==> src/rtl/alu_flag_unit.sv <==
// -----------------------------------------------------------------------------
// alu_flag_unit
//
// Purpose:
//   Consumer end of the EX-stage ALU result interface. Keeps the architectural
//   flag register {Z, V, N} up to date for each retiring EX instruction and
//   resolves the 3-bit branch condition for B/BR instructions in ID.
//
// Handshake:
//   There is no back-pressure. An EX instruction updates the flags on the
//   rising edge exactly when alu_valid is high and neither stall nor flush is
//   asserted (and rst is low). take_branch is meaningful only while
//   branch_eval is high and is forced to 0 otherwise.
//
// Ports:
//   clk          system clock, all state changes on the rising edge
//   rst          synchronous active-high reset, clears the flags
//   alu_valid    EX holds an instruction with a valid ALU result
//   opcode       4-bit opcode of the EX instruction
//   alu_result   WIDTH-bit ALU output
//   alu_ovfl     ALU overflow indication
//   stall        pipeline hold, blocks any flag update
//   flush        EX instruction squashed, blocks any flag update
//   branch_eval  a B/BR is being resolved in ID this cycle
//   cond         branch condition code
//   flags        registered {Z, V, N}
//   take_branch  combinational branch decision
//
// Parameters:
//   WIDTH   datapath width of alu_result
//   BYPASS  1: branch sees the flags being written this cycle
//           0: branch sees only the registered flags
// -----------------------------------------------------------------------------
module alu_flag_unit #(
  parameter int WIDTH  = 16,
  parameter bit BYPASS = 1'b1
) (
  input  logic             clk,
  input  logic             rst,
  input  logic             alu_valid,
  input  logic [3:0]       opcode,
  input  logic [WIDTH-1:0] alu_result,
  input  logic             alu_ovfl,
  input  logic             stall,
  input  logic             flush,
  input  logic             branch_eval,
  input  logic [2:0]       cond,
  output logic [2:0]       flags,
  output logic             take_branch
);

  // Opcodes that touch the flags.
  localparam logic [3:0] OP_ADD = 4'b0000;
  localparam logic [3:0] OP_SUB = 4'b0001;
  localparam logic [3:0] OP_XOR = 4'b0010;
  localparam logic [3:0] OP_SLL = 4'b0100;
  localparam logic [3:0] OP_SRA = 4'b0101;
  localparam logic [3:0] OP_ROR = 4'b0110;

  // Branch condition codes.
  localparam logic [2:0] CC_NE  = 3'b000;
  localparam logic [2:0] CC_EQ  = 3'b001;
  localparam logic [2:0] CC_GT  = 3'b010;
  localparam logic [2:0] CC_LT  = 3'b011;
  localparam logic [2:0] CC_GE  = 3'b100;
  localparam logic [2:0] CC_LE  = 3'b101;
  localparam logic [2:0] CC_OVF = 3'b110;

  // Flag bit positions inside {Z, V, N}.
  localparam int FZ = 2;
  localparam int FV = 1;
  localparam int FN = 0;

  logic       upd;
  logic       res_zero;
  logic [2:0] nf;
  logic [2:0] ef;
  logic       cond_true;

  assign upd      = alu_valid & ~stall & ~flush & ~rst;
  assign res_zero = (alu_result == '0);

  // Next-flag value: start from the held flags and overwrite only the bits
  // the current opcode is allowed to change.
  always_comb begin
    nf = flags;
    if (upd) begin
      unique case (opcode)
        OP_ADD, OP_SUB: begin
          nf[FZ] = res_zero;
          nf[FV] = alu_ovfl;
          nf[FN] = alu_result[WIDTH-1];
        end
        OP_XOR, OP_SLL, OP_SRA, OP_ROR: begin
          nf[FZ] = res_zero;
        end
        default: begin
          nf = flags;
        end
      endcase
    end
  end

  // Flag set seen by the branch comparator.
  generate
    if (BYPASS) begin : g_bypass
      assign ef = nf;
    end else begin : g_no_bypass
      assign ef = flags;
    end
  endgenerate

  always_comb begin
    cond_true = 1'b0;
    unique case (cond)
      CC_NE:   cond_true = ~ef[FZ];
      CC_EQ:   cond_true = ef[FZ];
      CC_GT:   cond_true = ~ef[FZ] & ~ef[FN];
      CC_LT:   cond_true = ef[FN];
      // Z=1 or (Z=0 and N=0) reduces to Z | ~N.
      CC_GE:   cond_true = ef[FZ] | ~ef[FN];
      CC_LE:   cond_true = ef[FN] | ef[FZ];
      CC_OVF:  cond_true = ef[FV];
      default: cond_true = 1'b1;
    endcase
  end

  assign take_branch = branch_eval & cond_true;

  // Flag register. When upd is low nf equals flags, so the register simply
  // holds.
  always_ff @(posedge clk) begin
    if (rst) begin
      flags <= 3'b000;
    end else begin
      flags <= nf;
    end
  end

endmodule

==> config.mk <==
export PLATFORM = sky130hd
export DESIGN_NAME = alu_flag_unit
export DESIGN_NICKNAME = d
export VERILOG_FILES = /design/src/rtl/alu_flag_unit.sv
export SDC_FILE = /design/constraint.sdc
export NUM_CORES = 1
export LEC_CHECK = 0
export CAP_MARGIN = 20
export CORE_AREA = 2 2 39 41
export DETAILED_ROUTE_END_ITERATION = 8
export DIE_AREA = 0 0 41 43
export DONT_BUFFER_PORTS = 1
export HOLD_SLACK_MARGIN = 0.03
export PLACE_DENSITY_LB_ADDON = 0.25
export SYNTH_ARGS = -nofsm -noshare
export SYNTH_HDL_FRONTEND = slang
export SYNTH_SLANG_ARGS = --single-unit
==> constraint.sdc <==
create_clock -name clk -period 1.54 [get_ports clk]
set_clock_uncertainty 0.2 [all_clocks]
set_input_delay 0.154 -clock clk [delete_from_list [all_inputs] [get_ports clk]]
set_output_delay 0.154 -clock clk [all_outputs]
set_load 0.1 [all_outputs]
After elaboration in Yosys (flattened, before gate mapping)
Index checks and enable logic that the tools add are counted.
- register bits: 3
- input bits: 30
- output and inout bits: 4
- logic and storage cells: 33
- equality and inequality tests: 11
- multiplexer cells: 4
- bitwise logic cells: 12
- reduce and logical (&&, ||, !) cells: 5
- operators with widths (kind ; number):
    $logic_not 16->1 ; 1
    $eq 4x3->1 const B ; 3
    $eq 3x3->1 const B ; 3
    $pmux 1 s7 ; 1
    $eq 3x2->1 const B ; 2
    $reduce_or 6->1 ; 1
    $and 1x1->1 ; 5
    $not 1->1 ; 5
    $eq 4x1->1 const B ; 1
    $eq 4x2->1 const B ; 1
    $logic_not 4->1 ; 1
    $eq 3x1->1 const B ; 1
    $logic_not 3->1 ; 1
    $mux 3 ; 1
    $mux 2 ; 1
    $or 1x1->1 ; 2
    $reduce_or 2->1 ; 1
    $mux 1 ; 1

Longest topological paths before layout
Gate-level depths: netlist of the first run.
- word-level depth: 9
- depth in mapped cells: 5
- depth with buffers taken out: 5

Least setup slack after synthesis of the first run
Ideal clock, no wire load.
- path type: register to output
- from: reg flags[0]
- to: out take_branch
- arrival time: 3.036 ns
- data required time: 1.186 ns
- slack: -1.850 ns
- stages on the path, launching flop included: 4
- buffers on the path: 0
- path through: dfxtp_1 > mux2_4 > mux2i_1 > a2bb2oi_1
- word-level cells in the longest chain between the ends: 6
- elaborated cells between the ends (all ways): 8
- those cells by class: mux: 3; bitwise: 5
- RTL lines (what ; RTL line ; RTL):
    from (decl) ; 48 ; output logic [2:0] flags,
    from (signal assigned) ; 136 ; flags <= nf;
    $mux 2 ; 88 ; unique case (opcode)
    $mux 3 (*) ; 87 ; if (upd) begin
    $not 1->1 ; 118, 121 ;
    $or 1x1->1 or $and 1x1->1 (tied branches) ; 121, 118 ;
    $pmux 1 s7 (*) ; 115 ; unique case (cond)
    $and 1x1->1 (*) ; 128 ; assign take_branch = branch_eval & cond_true;
    to (decl) ; 49 ; output logic take_branch
Mark *: on every way between the ends. The rest lies on a longest branch, timed or not.

Worst setup path in the final report of the first run
- from: in opcode[1]
- to: out take_branch
- word-level cells in the longest chain between the ends: 8
- elaborated cells between the ends (all ways): 18
- those cells by class: eq/ne: 5; mux: 4; bitwise: 6; reduce/logical: 3
- RTL lines (what ; RTL line ; RTL):
    from (decl) ; 41 ; input logic [3:0] opcode,
    $eq 4x2->1, or another cell as far along ; 88 ;
    $reduce_or 6->1 (no source line) or $reduce_or 2->1 (tied branches) ; n/a ;
    $mux 1 or $mux 2 (tied branches) ; 88 ;
    $mux 3 (*) ; 87 ;
    $not 1->1, on equally long branches ; 116, 118, 121 ;
    $and 1x1->1 or $or 1x1->1 (tied branches) ; 118, 121 ;
    $pmux 1 s7 (*) ; 115 ;
    $and 1x1->1 (*) ; 128 ;
Marks and branches as above.

==> results of run 1 <==
==> worst max-delay path: stages <==
cell	delay [ns]
sky130_fd_sc_hd__or4_4	0.54
sky130_fd_sc_hd__o21ai_4	0.18
sky130_fd_sc_hd__a41oi_2	0.15
sky130_fd_sc_hd__a41oi_2	0.23
sky130_fd_sc_hd__a2bb2oi_4	0.09
sky130_fd_sc_hd__buf_12	0.17
==> worst paths after layout <==
check                     end  slack (ns)
setup / recovery  take_branch       -0.33
hold / removal       flags[0]        0.04
setup reg to reg     flags[2]        0.42
hold reg to reg      flags[1]        0.40
==> cell usage in the layout, fill, tap and decap left out, types with 2 or more instances in the layout <==
cell type,count
sky130_fd_sc_hd__dfxtp_4,3
sky130_fd_sc_hd__nor4_1,4
sky130_fd_sc_hd__buf_4,10
sky130_fd_sc_hd__nand2_1,2
sky130_fd_sc_hd__nor2b_1,2
sky130_fd_sc_hd__clkbuf_4,3
sky130_fd_sc_hd__a41oi_2,2
sky130_fd_sc_hd__nor2_1,2
sky130_fd_sc_hd__inv_1,2
==> cells in the mapped netlist (all sizes together) <==
cell type  instances  area share [%]
or4                1             2.4
nand3              1             1.6
a2bb2oi            1             2.8
nand2              3             4.4
a21boi             1             2.4
nor2b              2             4.0
nor3b              1             4.0
dfxtp              3              19
and2               1             2.0
mux2               1             4.8
nor3               1             1.6
inv                2             2.4
nor2               2             2.4
mux2i              1             3.2
and4               1             2.8
nor4               5              15
o21ai              1             2.8
o2111ai            1             2.8
a211oi             1             2.4
or3b               1             2.8
a31oi              1             2.0
a211o              1             2.8
a41oi              2             5.6
a21oi              2             3.2
==> cell families after synthesis <==
family / synth area share, %
AO/OA/AOI/OAI: 27.0
buffers and inverters: 2.42
flip-flops: 19.4
multiplexers: 8.06
AND/OR/NAND/NOR: 43.1
==> where the power goes <==
part | total [mW] | internal (mW) | switching, mW
registers | 0.0734 | 0.0733 | 0.000182
logic | 0.0791 | 0.0376 | 0.0414
clock network | 0.139 | 0.0972 | 0.0419
total | 0.292 | 0.208 | 0.0835
==> what timing repair did <==
action                     CTS  global route
gates resized for setup      5             3
setup buffers                0             1
hold buffers                 2             0
pin swaps                    1             3
setup endpoints to repair    1             1
cloned                       0             0
hold endpoints to repair     3             0
==> metal layers <==
layer	vias to the layer above	track usage, %
met5	-	0
met4	0	8.00
met3	4	4.71
met2	30	24.7
met1	189	14.1
li1	186	-
==> final cells by class <==
type                       instances  share of cell area (%)
multi-input combinational         32                    56.9
sequential                         3                    12.7
inverter                           2                    1.33
tap                               16                    3.56
timing repair buffer              13                    20.9
clock buffer                       4                    4.67
==> results list, run 1 <==
* Total setup violations reported at the end of the flow: 1
* Clk pin slew, worst setup/hold paths: roughly 0.040 ns
- IR analysis of the VDD net gives a maximum drop of 0.000186 V.
- Port buffering added 0 buffers.
- Cells with a size suffix above 1 make up 57.4% of the layout.
- The checks that failed: setup timing.
* Global-route wire length before repair: 1670 um
- The critical path is of the in2out type.
- Ports placed on the boundary: 34
* Pin slew with the least headroom to its limit: 0.298 ns
* Register cell area after layout: 71.3 sq um
- The later pin in the worst-skew pair is clocked with a latency of 0.23 ns.
- Summing the sequential cell areas from Yosys gives 19.4% of the chip area.
- In the post-route analysis, the smallest setup slack over all paths is -0.326 ns.
- PwrDens: between 500 and 600 nW/um^2
- The HPWL after detailed placement is about 840 um.
* Endpoint kind of the worst setup timing path: primary output
* Post-synthesis sequential element count: 3
* Final total power: 292 uW
- The largest registers in the layout are flags x3.
- For this design the static power due to leakage is between 0.15 and 0.2 nW.
* Final cell count without fillers: 70
- Startpoint of the lowest-slack hold path: alu_result[15]
- Headroom to the max-slew limit came out at 80.1%.
* Hold Slack: 0.0436 ns
* Final wirelength: 1100 um
* Startpoint of the most critical setup path: opcode[1]
* Post-placement setup slack: -0.386 ns
* Cell count after placement: 63
- A synthesized cell averages 8.39 sq um.
- Run status: complete, but fails checks
- Dividing the detail-routed via count by the number of cells gives 5.84.
- The tightest min-delay check is of the in2reg type.
- Met2 Routed Length: approximately 590 um
- In this run the horizontal extent of the chip is 41 um.
- Data required time at the worst endpoint: 1.19 ns
- Library cells used by synthesis: 26
* Buffer depth of the longest clock path: 2
- Number of slew-limit violations in the final report: 0
- Endpoint arrival time on the critical path: 1.51 ns
- 0 antenna diodes ended up in the layout.
* Global placer's final weighted congestion: 0.854
- The tool flagged a number of max-cap violations equal to 0.
* Netlist Area Pre-Place: 310 sq um
- Routed wire per std cell: around 16 um
* Number of H-tree levels: 1
- The count of endpoints failing hold in the final timing report was 0.
- Number of antenna-violating nets in the routed design: 0
- The floorplan step set the die height to 43 um.
* Area delta synth->final: 81.5%
* Floorplan core area: 1380 sq um
- Vias: around 410
* Initial Util: 22.4%
- Final cycle utilization of the critical path: 121%
- After detailed routing, the number of remaining DRC violations is 0.
- Multi-input gate area: around 320 sq um
- Worst-path maximum fanout: 3
- Highest signal layer in the routed design: met4
- Flip-flop count of the largest register after layout: 3
- Post-place instance area: between 400 and 500 sq um
- Routed length on met1: 358 um
- Cells fill about two fifths of the core in the end.
- Total of warnings raised by yosys: 0
- Number of sinks handled by clock tree synthesis: 3
- Overall global routing resource usage: 14.4%
- Depth of the worst register-to-register path: 4
- In the final design database the tool counted 85 nets.
- Entering global routing, the biggest net connects 6 pins.
- STA classifies the critical path startpoint as an input port.
* Fmax achieved: 0.536 GHz
- Row count: 14
* RSZ-0062 raised after global routing: true
- CTS Root Buffer Type: sky130_fd_sc_hd__clkbuf_4
- Synthesis produced a netlist with a net count of 67.
- Number of optimization iterations in the first detailed-route pass: 4
- After detailed routing, the met3 layer carries 125 um of wire.
- With fillers left out, the area of the finished cells amounts to between 500 and 600 sq um.
- RR Startpoint: flags[2]
* Number of fillers in the final layout: around 140
- Adding up every negative setup slack in the final design gives -0.326 ns.
* Sum of overflow across all layers after global routing: 0
- The number of antenna violations at the first check in global routing was 0.
- In this run, the number of DRC markers left after iteration 0 of detailed routing was 1.
* Number of instances on the worst hold path: 2
* Total CTS buffers: 3
- Post-route minimum period: 1.87 ns
* Number of global-route vias before repair: between 400 and 500
* Largest reg by FF count: flags
- CTS tree: done
* Cells after synthesis: 37
- Die area: around 1800 sq um
Note: power is estimated with default switching activity, not from simulation.
==> run 2: changes to the inputs <==
--- a/config.mk
+++ b/config.mk
@@ -11,7 +11,6 @@
 export DIE_AREA = 0 0 41 43
 export DONT_BUFFER_PORTS = 1
 export HOLD_SLACK_MARGIN = 0.03
-export PLACE_DENSITY_LB_ADDON = 0.25
 export SYNTH_ARGS = -nofsm -noshare
 export SYNTH_HDL_FRONTEND = slang
 export SYNTH_SLANG_ARGS = --single-unit
==> constraint.sdc (replaced) <==
create_clock -name clk -period 1.88 [get_ports clk]
set_clock_uncertainty 0.2 [all_clocks]
set_input_delay 0.188 -clock clk [delete_from_list [all_inputs] [get_ports clk]]
set_output_delay 0.188 -clock clk [all_outputs]
set_load 0.1 [all_outputs]
==> results list, run 2 (same netlist as run 1, synthesis figures left out) <==
- Die area: 1760 sq um (unchanged)
* Total negative slack: -0.0260 ns (+0.300 ns)
- The worst stage delay on the critical path came to 0.54 ns (about the same).
- The count of endpoints failing hold in the final timing report came to 0 (unchanged).
* Run status: complete, but fails checks
- CP dominant cell by count: sky130_fd_sc_hd__a41oi_2
- Static timing analysis puts the maximum clock frequency at 0.525 GHz.
* Vias: 369 (-9.8%)
- The fraction of layout instances using a drive strength above 1 was 54.7% (-2.7 points).
- Setup repair after global routing could not meet its margin everywhere.
* Met3 wire length: 57 um (-54%)
* Number of antenna-violating nets in the routed design: 0 (unchanged)
- After layout, the worst path uses 101% of the clock period.
- The length of routed wiring on met1 is 373 um (+4.2%).
- Type of the tightest min-delay check: in2reg
- The post-layout instance area was 553 sq um (-1.8%).
- The least setup slack across all paths after layout is -0.0260 ns (+0.300 ns).
- Initial Util: 22.4% (unchanged)
* Flip-flop count of the largest register after layout: 3 (unchanged)
* Number of sinks handled by clock tree synthesis: 3 (unchanged)
- The wire length on met2 is 649 um (+9.4%).
- The H-tree depth came to 1 (unchanged).
- The residual DRC count is 0 (unchanged).
* Initial antenna violation count: 0 (unchanged)
* Most frequent cells in the layout: sky130_fd_sc_hd__buf_4, sky130_fd_sc_hd__nor4_1, sky130_fd_sc_hd__clkbuf_4, sky130_fd_sc_hd__dlygate4sd3_1
- The final-stage net count came to 84 (-1.2%).
- TritonCTS built the clock tree.
- STA classifies the critical path endpoint as a primary output.
- The antenna diode count came to 0 (unchanged).
- DRC marker count from the first detailed-route iteration: 3 (+2)
* Global-route wire length before repair: 1550 um (-7.4%)
* Endpoint arrival time on the critical path: 1.52 ns (about the same)
- The detailed-routing iteration count for the pre-antenna-repair pass was 2 (-2).
- Failing checks: setup timing
- Most common cell after layout, fill and taps aside: sky130_fd_sc_hd__buf_4
- Final total power: 233 uW (-20%)
- Pin slew with the least headroom to its limit: 0.312 ns (+0.0138 ns)
* Kind of cell adding the most delay to the critical path: compound AO/OA/AOI/OAI gates
- Number of global-route vias before repair: 398 (-5.9%)
- Counting I/O delays and the setup requirement, the final critical path takes about 1.9 ns.
- Worst Setup Path Type: in2out
- Height of the die: 43 um (unchanged)
- Number of slew-limit violations in the final report: 0 (unchanged)
- In the final layout, the registers with the most flip-flops are flags x3.
* Number of buffers inserted by port buffering: 0 (unchanged)
- CTS Root Buffer Type: sky130_fd_sc_hd__clkbuf_4
* Pin count of the biggest net entering global routing: 6 (unchanged)
* Buffer depth of the longest clock path: 2 (unchanged)
- Total CTS buffers: 3 (unchanged)
- The clock transition time at the flip-flop clock pins of the worst setup and hold paths came to 0.03 ns (about the same).
- Total setup violations reported at the end of the flow: 1 (unchanged)
- The average wire per standard cell came to 15.7 um (-0.67%).
- Skew-Pair Late Insertion Delay: 0.23 ns (about the same)
- The die width came to 41 um (unchanged).
* Final wirelength: 1080 um (-2.1%)
- Max transition margin: 79.2% (-0.92 points)
- Floorplan core area: 1380 sq um (unchanged)
- The placed wire-length estimate is 686 um (-18%).
* Worst path slowest cell: sky130_fd_sc_hd__or4_4
- STA classifies the critical path startpoint as an input port.
- Number of maximum-capacitance violations: 0 (unchanged)
- The overflow left after global routing was 0 (unchanged).
- Ports placed on the boundary: 34 (unchanged)
* Data required time at the worst endpoint: 1.49 ns (+0.30 ns)
- Post-place instance area: 429 sq um (-6.8%)
- Global placer's final weighted congestion: 0.672 (-21%)
- The via density per instance was 5.35 (-8.5%).
- In this run the top signal layer used is met3.
- The area growth from synthesis to layout is 78.2%.
- The count of buffering cells on the critical path with inverters included came to 1 (unchanged).
* Worst vdd ir: 0.000235 V (+26%)
* LEAKAGE: 0.197 nW (+2.1%)
- The number of core rows came to 14 (unchanged).
* PwrDens: 420 nW/um^2 (-19%)
* Overall global routing resource usage: 13.1% (-1.3 points)
- The signal on the critical path passes through or4_4 -> o21ai_4 -> a41oi_2 -> a41oi_2 -> a2bb2oi_4 -> buf_12.
- The worst-case setup slack after placement came to -0.0897 ns (+0.296 ns).
* Worst-path maximum fanout: 3 (unchanged)
* Largest reg by FF count: flags
-- run 2: report_power, final --
part	internal [mW]	switching, mW
Combinational	0.0287	0.0320
Sequential	0.0614	0.000151
Clock	0.0794	0.0308
-- run 2: cell type report --
class	instances	area, sq um
clock buffers	4	26.3
fillers	150	831
inverters	2	7.51
multi-input cells	32	320
flip-flops and latches	3	68.8
well taps	16	20.0
repair buffers	12	110
-- run 2: through the flow --
| step | util, % | hold slack (ns) | std cells |
|---|---|---|---|
| detailed placement | 31.0 | 0.0533 | 60 |
| floorplan | - | 0.0497 | 37 |
| global placement | 31.0 | 0.0521 | 60 |
| global route | 40.0 | 0.376 | 69 |
| CTS | 37.1 | 0.355 | 68 |
| finish | 40.0 | 0.368 | 69 |
-- run 2: worst paths after layout --
kind / startpoint / end / slack, ns / cells after the start
setup / recovery: opcode[1] / take_branch / -0.03 / 6
setup reg to reg: flags[2] / flags[2] / 0.12 / 5
hold / removal: rst / flags[2] / 0.37 / 2
hold reg to reg: flags[1] / flags[1] / 1.01 / 5
-- run 2: routing by layer --
metal	global-route usage [%]	vias to the layer above
met1	13.7	176
met4	8.00	0
met2	22.2	11
met3	2.62	0
li1	-	182
met5	0	-
-- run 2: timing repair --
| item | in CTS | in global routing |
|---|---|---|
| hold buffers | 3 | 0 |
| resized for setup | 3 | 5 |
| hold endpoints to repair | 3 | 0 |
| setup buffers | 1 | 1 |
| pin swaps | 1 | 4 |
| endpoints found under the setup margin | 1 | 1 |
